==> config.mk <==
export PLATFORM = sky130hd
export DESIGN_NAME = instr_sequencer
export DESIGN_NICKNAME = d
export VERILOG_FILES = /design/src/rtl/instr_sequencer_pkg.sv /design/src/rtl/seq_timeout_counter.sv /design/src/rtl/instr_sequencer.sv
export SDC_FILE = /design/constraint.sdc
export NUM_CORES = 1
export LEC_CHECK = 0
export ABC_AREA = 1
export CAP_MARGIN = 20
export CORE_ASPECT_RATIO = 1.2
export CORE_MARGIN = 2
export CORE_UTILIZATION = 40
export DETAILED_ROUTE_END_ITERATION = 12
export GPL_ROUTABILITY_DRIVEN = 0
export PLACE_DENSITY = 0.79
export SLEW_MARGIN = 20
export SYNTH_ARGS = -nofsm -noshare
export SYNTH_HDL_FRONTEND = slang
export SYNTH_SLANG_ARGS = --single-unit
export TNS_END_PERCENT = 10
==> constraint.sdc <==
create_clock -name clk -period 3.5 [get_ports clk]
set_input_delay 0.875 -clock clk [delete_from_list [all_inputs] [get_ports clk]]
set_output_delay 0.875 -clock clk [all_outputs]
set_load 0.03 [all_outputs]
==> src/rtl/instr_sequencer_pkg.sv <==
// Shared encodings for the instruction sequencer and the program counter.
// The PC decodes state_out directly, so the encodings here are fixed.
package instr_sequencer_pkg;

  typedef enum logic [1:0] {
    IDLE      = 2'd0,
    FETCH     = 2'd1,
    INCREMENT = 2'd2,
    EXECUTE   = 2'd3
  } seq_state_e;

  // Program counter parameters: the state in which it drives the read
  // address, and the state in which it steps to the next instruction.
  localparam logic [1:0] PC_RE_EN     = 2'(FETCH);
  localparam logic [1:0] PC_INCREMENT = 2'(INCREMENT);

  typedef struct packed {
    logic instr_valid;
    logic exec_start;
    logic done;
    logic error;
    logic busy;
    logic halt_pend;
  } seq_flags_t;

  // A request arriving in the same cycle as the pending flag counts too.
  function automatic logic halt_seen(input logic pend, input logic req);
    return pend | req;
  endfunction

endpackage

==> src/rtl/seq_timeout_counter.sv <==
// Saturating FETCH wait counter. Ports: clk, rst_n, clr, en -> expired.
// expired is high in the LIMIT-th enabled cycle since clr, and after that.
module seq_timeout_counter #(
  parameter int LIMIT = 15
) (
  input  logic clk,
  input  logic rst_n,
  input  logic clr,
  input  logic en,
  output logic expired
);

  localparam int CW = $clog2(LIMIT + 1);
  localparam logic [CW-1:0] LAST = CW'(LIMIT - 1);
  localparam logic [CW-1:0] SAT  = CW'(LIMIT);

  logic [CW-1:0] cnt_q;

  always_ff @(posedge clk or negedge rst_n) begin
    if (!rst_n) begin
      cnt_q <= '0;
    end else if (clr) begin
      cnt_q <= '0;
    end else if (en && (cnt_q != SAT)) begin
      cnt_q <= cnt_q + CW'(1);
    end
  end

  // cnt_q holds the cycles already spent, so the current one is cnt_q+1.
  assign expired = en && (cnt_q >= LAST);

endmodule

==> src/rtl/instr_sequencer.sv <==
// Instruction sequencer: IDLE -> FETCH -> INCREMENT -> EXECUTE loop.
// In: start, halt_req, pc_addr, mem_rd_*, exec_done. Out: all registered.
module instr_sequencer #(
  parameter int ADDR_W        = 7,
  parameter int INSTR_W       = 16,
  parameter int MAX_COUNT     = 4,
  parameter int FETCH_TIMEOUT = 15
) (
  input  logic               clk,
  input  logic               rst_n,
  input  logic               start,
  input  logic               halt_req,
  input  logic [ADDR_W-1:0]  pc_addr,
  input  logic               mem_rd_valid,
  input  logic [INSTR_W-1:0] mem_rd_data,
  input  logic               exec_done,
  output logic [1:0]         state_out,
  output logic [INSTR_W-1:0] instr_out,
  output logic               instr_valid,
  output logic               exec_start,
  output logic               busy,
  output logic               done,
  output logic               error
);

  import instr_sequencer_pkg::*;

  localparam logic [ADDR_W:0] LIMIT = (ADDR_W + 1)'(MAX_COUNT);

  seq_state_e         state_q, state_n;
  logic [INSTR_W-1:0] instr_q, instr_n;
  seq_flags_t         flg_q, flg_n;

  logic pc_end;
  logic to_clr;
  logic to_en;
  logic to_expired;

  assign pc_end = {1'b0, pc_addr} >= LIMIT;
  assign to_en  = (state_q == FETCH);
  assign to_clr = (state_q != FETCH);

  seq_timeout_counter #(
    .LIMIT(FETCH_TIMEOUT)
  ) u_timeout (
    .clk    (clk),
    .rst_n  (rst_n),
    .clr    (to_clr),
    .en     (to_en),
    .expired(to_expired)
  );

  always_comb begin
    state_n           = state_q;
    instr_n           = instr_q;
    flg_n             = flg_q;
    flg_n.instr_valid = 1'b0;
    flg_n.exec_start  = 1'b0;
    flg_n.done        = 1'b0;
    unique case (state_q)
      IDLE: begin
        if (start) begin
          flg_n.error = 1'b0;
          if (pc_end) begin
            flg_n.done = 1'b1;
          end else begin
            state_n = FETCH;
          end
        end
      end
      FETCH: begin
        if (mem_rd_valid) begin
          instr_n           = mem_rd_data;
          flg_n.instr_valid = 1'b1;
          state_n           = INCREMENT;
        end else if (to_expired) begin
          flg_n.error = 1'b1;
          state_n     = IDLE;
        end
      end
      INCREMENT: begin
        flg_n.exec_start = 1'b1;
        state_n          = EXECUTE;
      end
      EXECUTE: begin
        if (exec_done) begin
          if (pc_end || halt_seen(flg_q.halt_pend, halt_req)) begin
            flg_n.done = 1'b1;
            state_n    = IDLE;
          end else begin
            state_n = FETCH;
          end
        end
      end
      default: state_n = IDLE;
    endcase
    if ((state_q != IDLE) && halt_req) begin
      flg_n.halt_pend = 1'b1;
    end
    if (state_n == IDLE) begin
      flg_n.halt_pend = 1'b0;
    end
    flg_n.busy = (state_n != IDLE);
  end

  always_ff @(posedge clk or negedge rst_n) begin
    if (!rst_n) begin
      state_q <= IDLE;
      instr_q <= '0;
      flg_q   <= '0;
    end else begin
      state_q <= state_n;
      instr_q <= instr_n;
      flg_q   <= flg_n;
    end
  end

  assign state_out   = state_q;
  assign instr_out   = instr_q;
  assign instr_valid = flg_q.instr_valid;
  assign exec_start  = flg_q.exec_start;
  assign busy        = flg_q.busy;
  assign done        = flg_q.done;
  assign error       = flg_q.error;

endmodule
==> impl_metrics.py <==
metrics = {
    "synth": {
        "yosys-top-cells-count": "nand2_1, dfrtp_1, inv_1",
        "syn_nets": 189,
        "seq_area_frac_synth_pct": 53.7,
        "synth_edf_count": 0,
        "synth-compound-area-share_pct": 5.66,
        "synth_top_family_by_area": "simple AND/OR/NAND/NOR gates",
        "synth_simple_gate_area_share_pct": 27.9,
        "ys_types": 22,
        "syn-instance-count": 154,
        "yosysWarnings": 0,
        "synth_area_leaders": "dfrtp_1, nand2_1, ha_1",
        "async_flop_share_pct": 100,
        "yosys.cell_count.top_type": "nand2_1",
        "synth_fa_ha_area_share_pct": 5.75,
        "synth-xor-area-share_pct": 0,
        "syn-cell-area_mm2": 0.00131,
        "avgSynthCellArea_um2": 8.47,
        "synthMuxAreaShare_pct": 0,
        "synth-main-ff-cell": "dfrtp_1",
        "synth_seq_cells": 28,
        "synth_area_leader_cell": "dfrtp_1",
        "synth_top_area_share_pct": 53.7,
    },
    "finish": {
        "drive_gt1_share_pct": 7.35,
        "final_nets": 241,
        "ff_latch_area_um2": 701,
        "multi_input_area_um2": 513,
        "layout.cells.non_filler": 240,
        "nFillCells": 286,
        "n_antenna_cell": 0,
        "syn_to_final_growth_pct": 41.5,
    },
    "floorplanning": {
        "start_util_pct": 42.3,
        "dieHeight_um": 66.6,
        "design.core.area_mm2": 0.00308,
        "num_rows": 22,
        "pin_count": 52,
        "die_area_mm2": 0.00374,
        "die_width_um": 56.1,
    },
    "critical_path": {
        "start_kind": "flip-flop",
        "worstPathMaxFanout": 6,
        "critPathSlowestCell": "clkdlybuf4s50_1",
        "critPathRequiredTime_ns": 2.62,
        "path_delay_family": "buffers and inverters",
        "critPathBufInv": 1,
        "critPathMaxStageDelay_ns": 0.71,
        "crit_path_end_kind": "primary output",
        "cp_data_arrival_time_ns": 1.48,
        "critical_path_class": "reg2out",
        "worstPathCellList": "clkdlybuf4s50_1",
    },
    "global_routing": {
        "grtUsageTotal_pct": 14.9,
        "grt-ovfl-total": 0,
        "first_global_vias": 1083,
        "grt_pass1_wl_mm": 4.42,
        "grt_max_degree": 29,
        "antenna_found_initial": 0,
    },
    "detailed_routing": {
        "postRouteWirelength_mm": 2.53,
        "drtIter0Drc": 13,
        "viasPerCell": 4.61,
        "route.detailed.drc": 0,
        "vias": 1107,
        "drt_first_pass_iters": 4,
        "wl_per_cell_um": 10.6,
        "ant_nets": 0,
    },
    "clocking": {
        "numCtsBuffers": 3,
        "ctsRootBufferMaster": "clkbuf_4",
        "cts_setup_buffers": 0,
        "ctsHoldBuffers": 0,
        "clock-sinks": 28,
        "h-tree-depth": 1,
        "clk_latency_ns": 0.31,
        "cts_tree": "done",
        "clk_path_buf_depth": 2,
        "clkTransAtPathRegs_ns": 0.14,
        "cts_resized": 0,
    },
    "timing": {
        "fin_crit_ns": 2.36,
        "hold_viol": 0,
        "whs_ns": 0.494,
        "rsz0062_at_grt": "no",
        "max-slew-margin-rel_pct": 74.9,
        "fin_crit_sh_pct": 67.4,
        "worst_slew_pin_slew_ns": 0.377,
        "skew_ns": 0.00307,
        "tns_ns": 0,
        "max_freq_mhz": 424,
        "final-setup-viol-count": 0,
        "slew_violations": 0,
    },
    "place": {
        "dpl.cell_count": 237,
        "portBuffers": 49,
        "dp_hpwl_mm": 1.99,
    },
    "pwr": {
        "p_leak_nw": 0.923,
        "p_per_area_mw_per_mm2": 838,
        "p_total_w": 0.00155,
        "vdd.ir_drop.worst_v": 0.000548,
    },
    "flow_run": {
        "cap_violations": 0,
    },
    "status": {
        "status": "complete, no violations",
    },
    "min_path": {
        "hold_class": "reg2reg",
    },
}
==> sequential cells by signal, indices dropped and copies added, names as in the netlist <==
register         flops
done                 1
error                1
busy                 1
flg_q                1
exec_start           1
u_timeout.cnt_q      4
instr_valid          1
state_out            2
instr_out           16
==> per-layer routing <==
| layer | wire length [µm] | track usage, % | vias to the layer above | share of wire, % |
|---|---|---|---|---|
| met5 | 0 | 0 | - | 0 |
| met4 | 11 | 2.68 | 0 | 0.43 |
| met3 | 182 | 4.66 | 2 | 7.2 |
| met2 | 1250 | 27.9 | 31 | 49 |
| met1 | 1090 | 16.7 | 500 | 43 |
| li1 | - | - | 574 | - |
==> logic make-up after synthesis <==
logic type	Yosys count
AND/OR/NAND/NOR	87
flip-flops	28
buffers and inverters	21
AO/OA/AOI/OAI	12
adder cells (fa/ha/maj)	6
==> worst min-delay path: stages, from the launching register on <==
cell and delay (ns):
dfrtp_1 0.37, nand2_1 0.05, nand2_1 0.05
==> metrics by stage <==
stage | setup WS [ns] | utilization, % | cell area, µm²
3_5_place_dp | 1.25 | 59.2 | 1820
4_1_cts | 1.13 | 59.9 | 1850
5_1_grt | 1.08 | 59.9 | 1850
2_1_floorplan | 1.98 | - | 1310
3_3_place_gp | 1.28 | 59.2 | 1820
6_report | 1.14 | 59.9 | 1850
==> worst paths after layout <==
path / from / endpoint / slack, ns / depth (start not counted)
worst max-delay path: state_out[0] / state_out[0] / 1.14 / 1
max in group asynchronous: rst_n / done / 2.34 / 2
min in group asynchronous: rst_n / instr_out[1] / 0.92 / 2
worst min-delay path: instr_out[0] / instr_out[0] / 0.49 / 2
worst min register to register: instr_out[0] / instr_out[0] / 0.49 / 2
worst max register to register: state_out[1] / instr_out[5] / 1.69 / 6
==> placed cells by master, fill, tap and decap left out, drive strengths merged <==
cell	netlist	layout
o2111ai	1	1
nand2	70	70
clkbuf	0	3
nor2	8	8
o21ai	4	4
nand4	1	1
o211ai	1	1
a21oi	4	4
ha	6	6
o21a	1	1
nor3	1	1
nand3	7	7
o22ai	1	1
inv	18	18
dfrtp	28	28
clkdlybuf4s50	0	49
buf	3	1
==> power breakdown <==
group	internal [W]	switching [W]
Sequential	0.000460	0.0000822
Clock	0.0000402	0.0000852
Combinational	0.000356	0.000524
Total	0.000856	0.000691
==> layout make-up <==
type                            instances  share of cell area (%)
Clock buffer                            3                    1.22
Inverter                               18                    3.66
Multi-Input combinational cell        105                    27.8
Sequential cell                        28                    37.9
Tap cell                               36                    2.44
Timing Repair Buffer                   50                    27.0
Power figures use the tool's default switching activity.
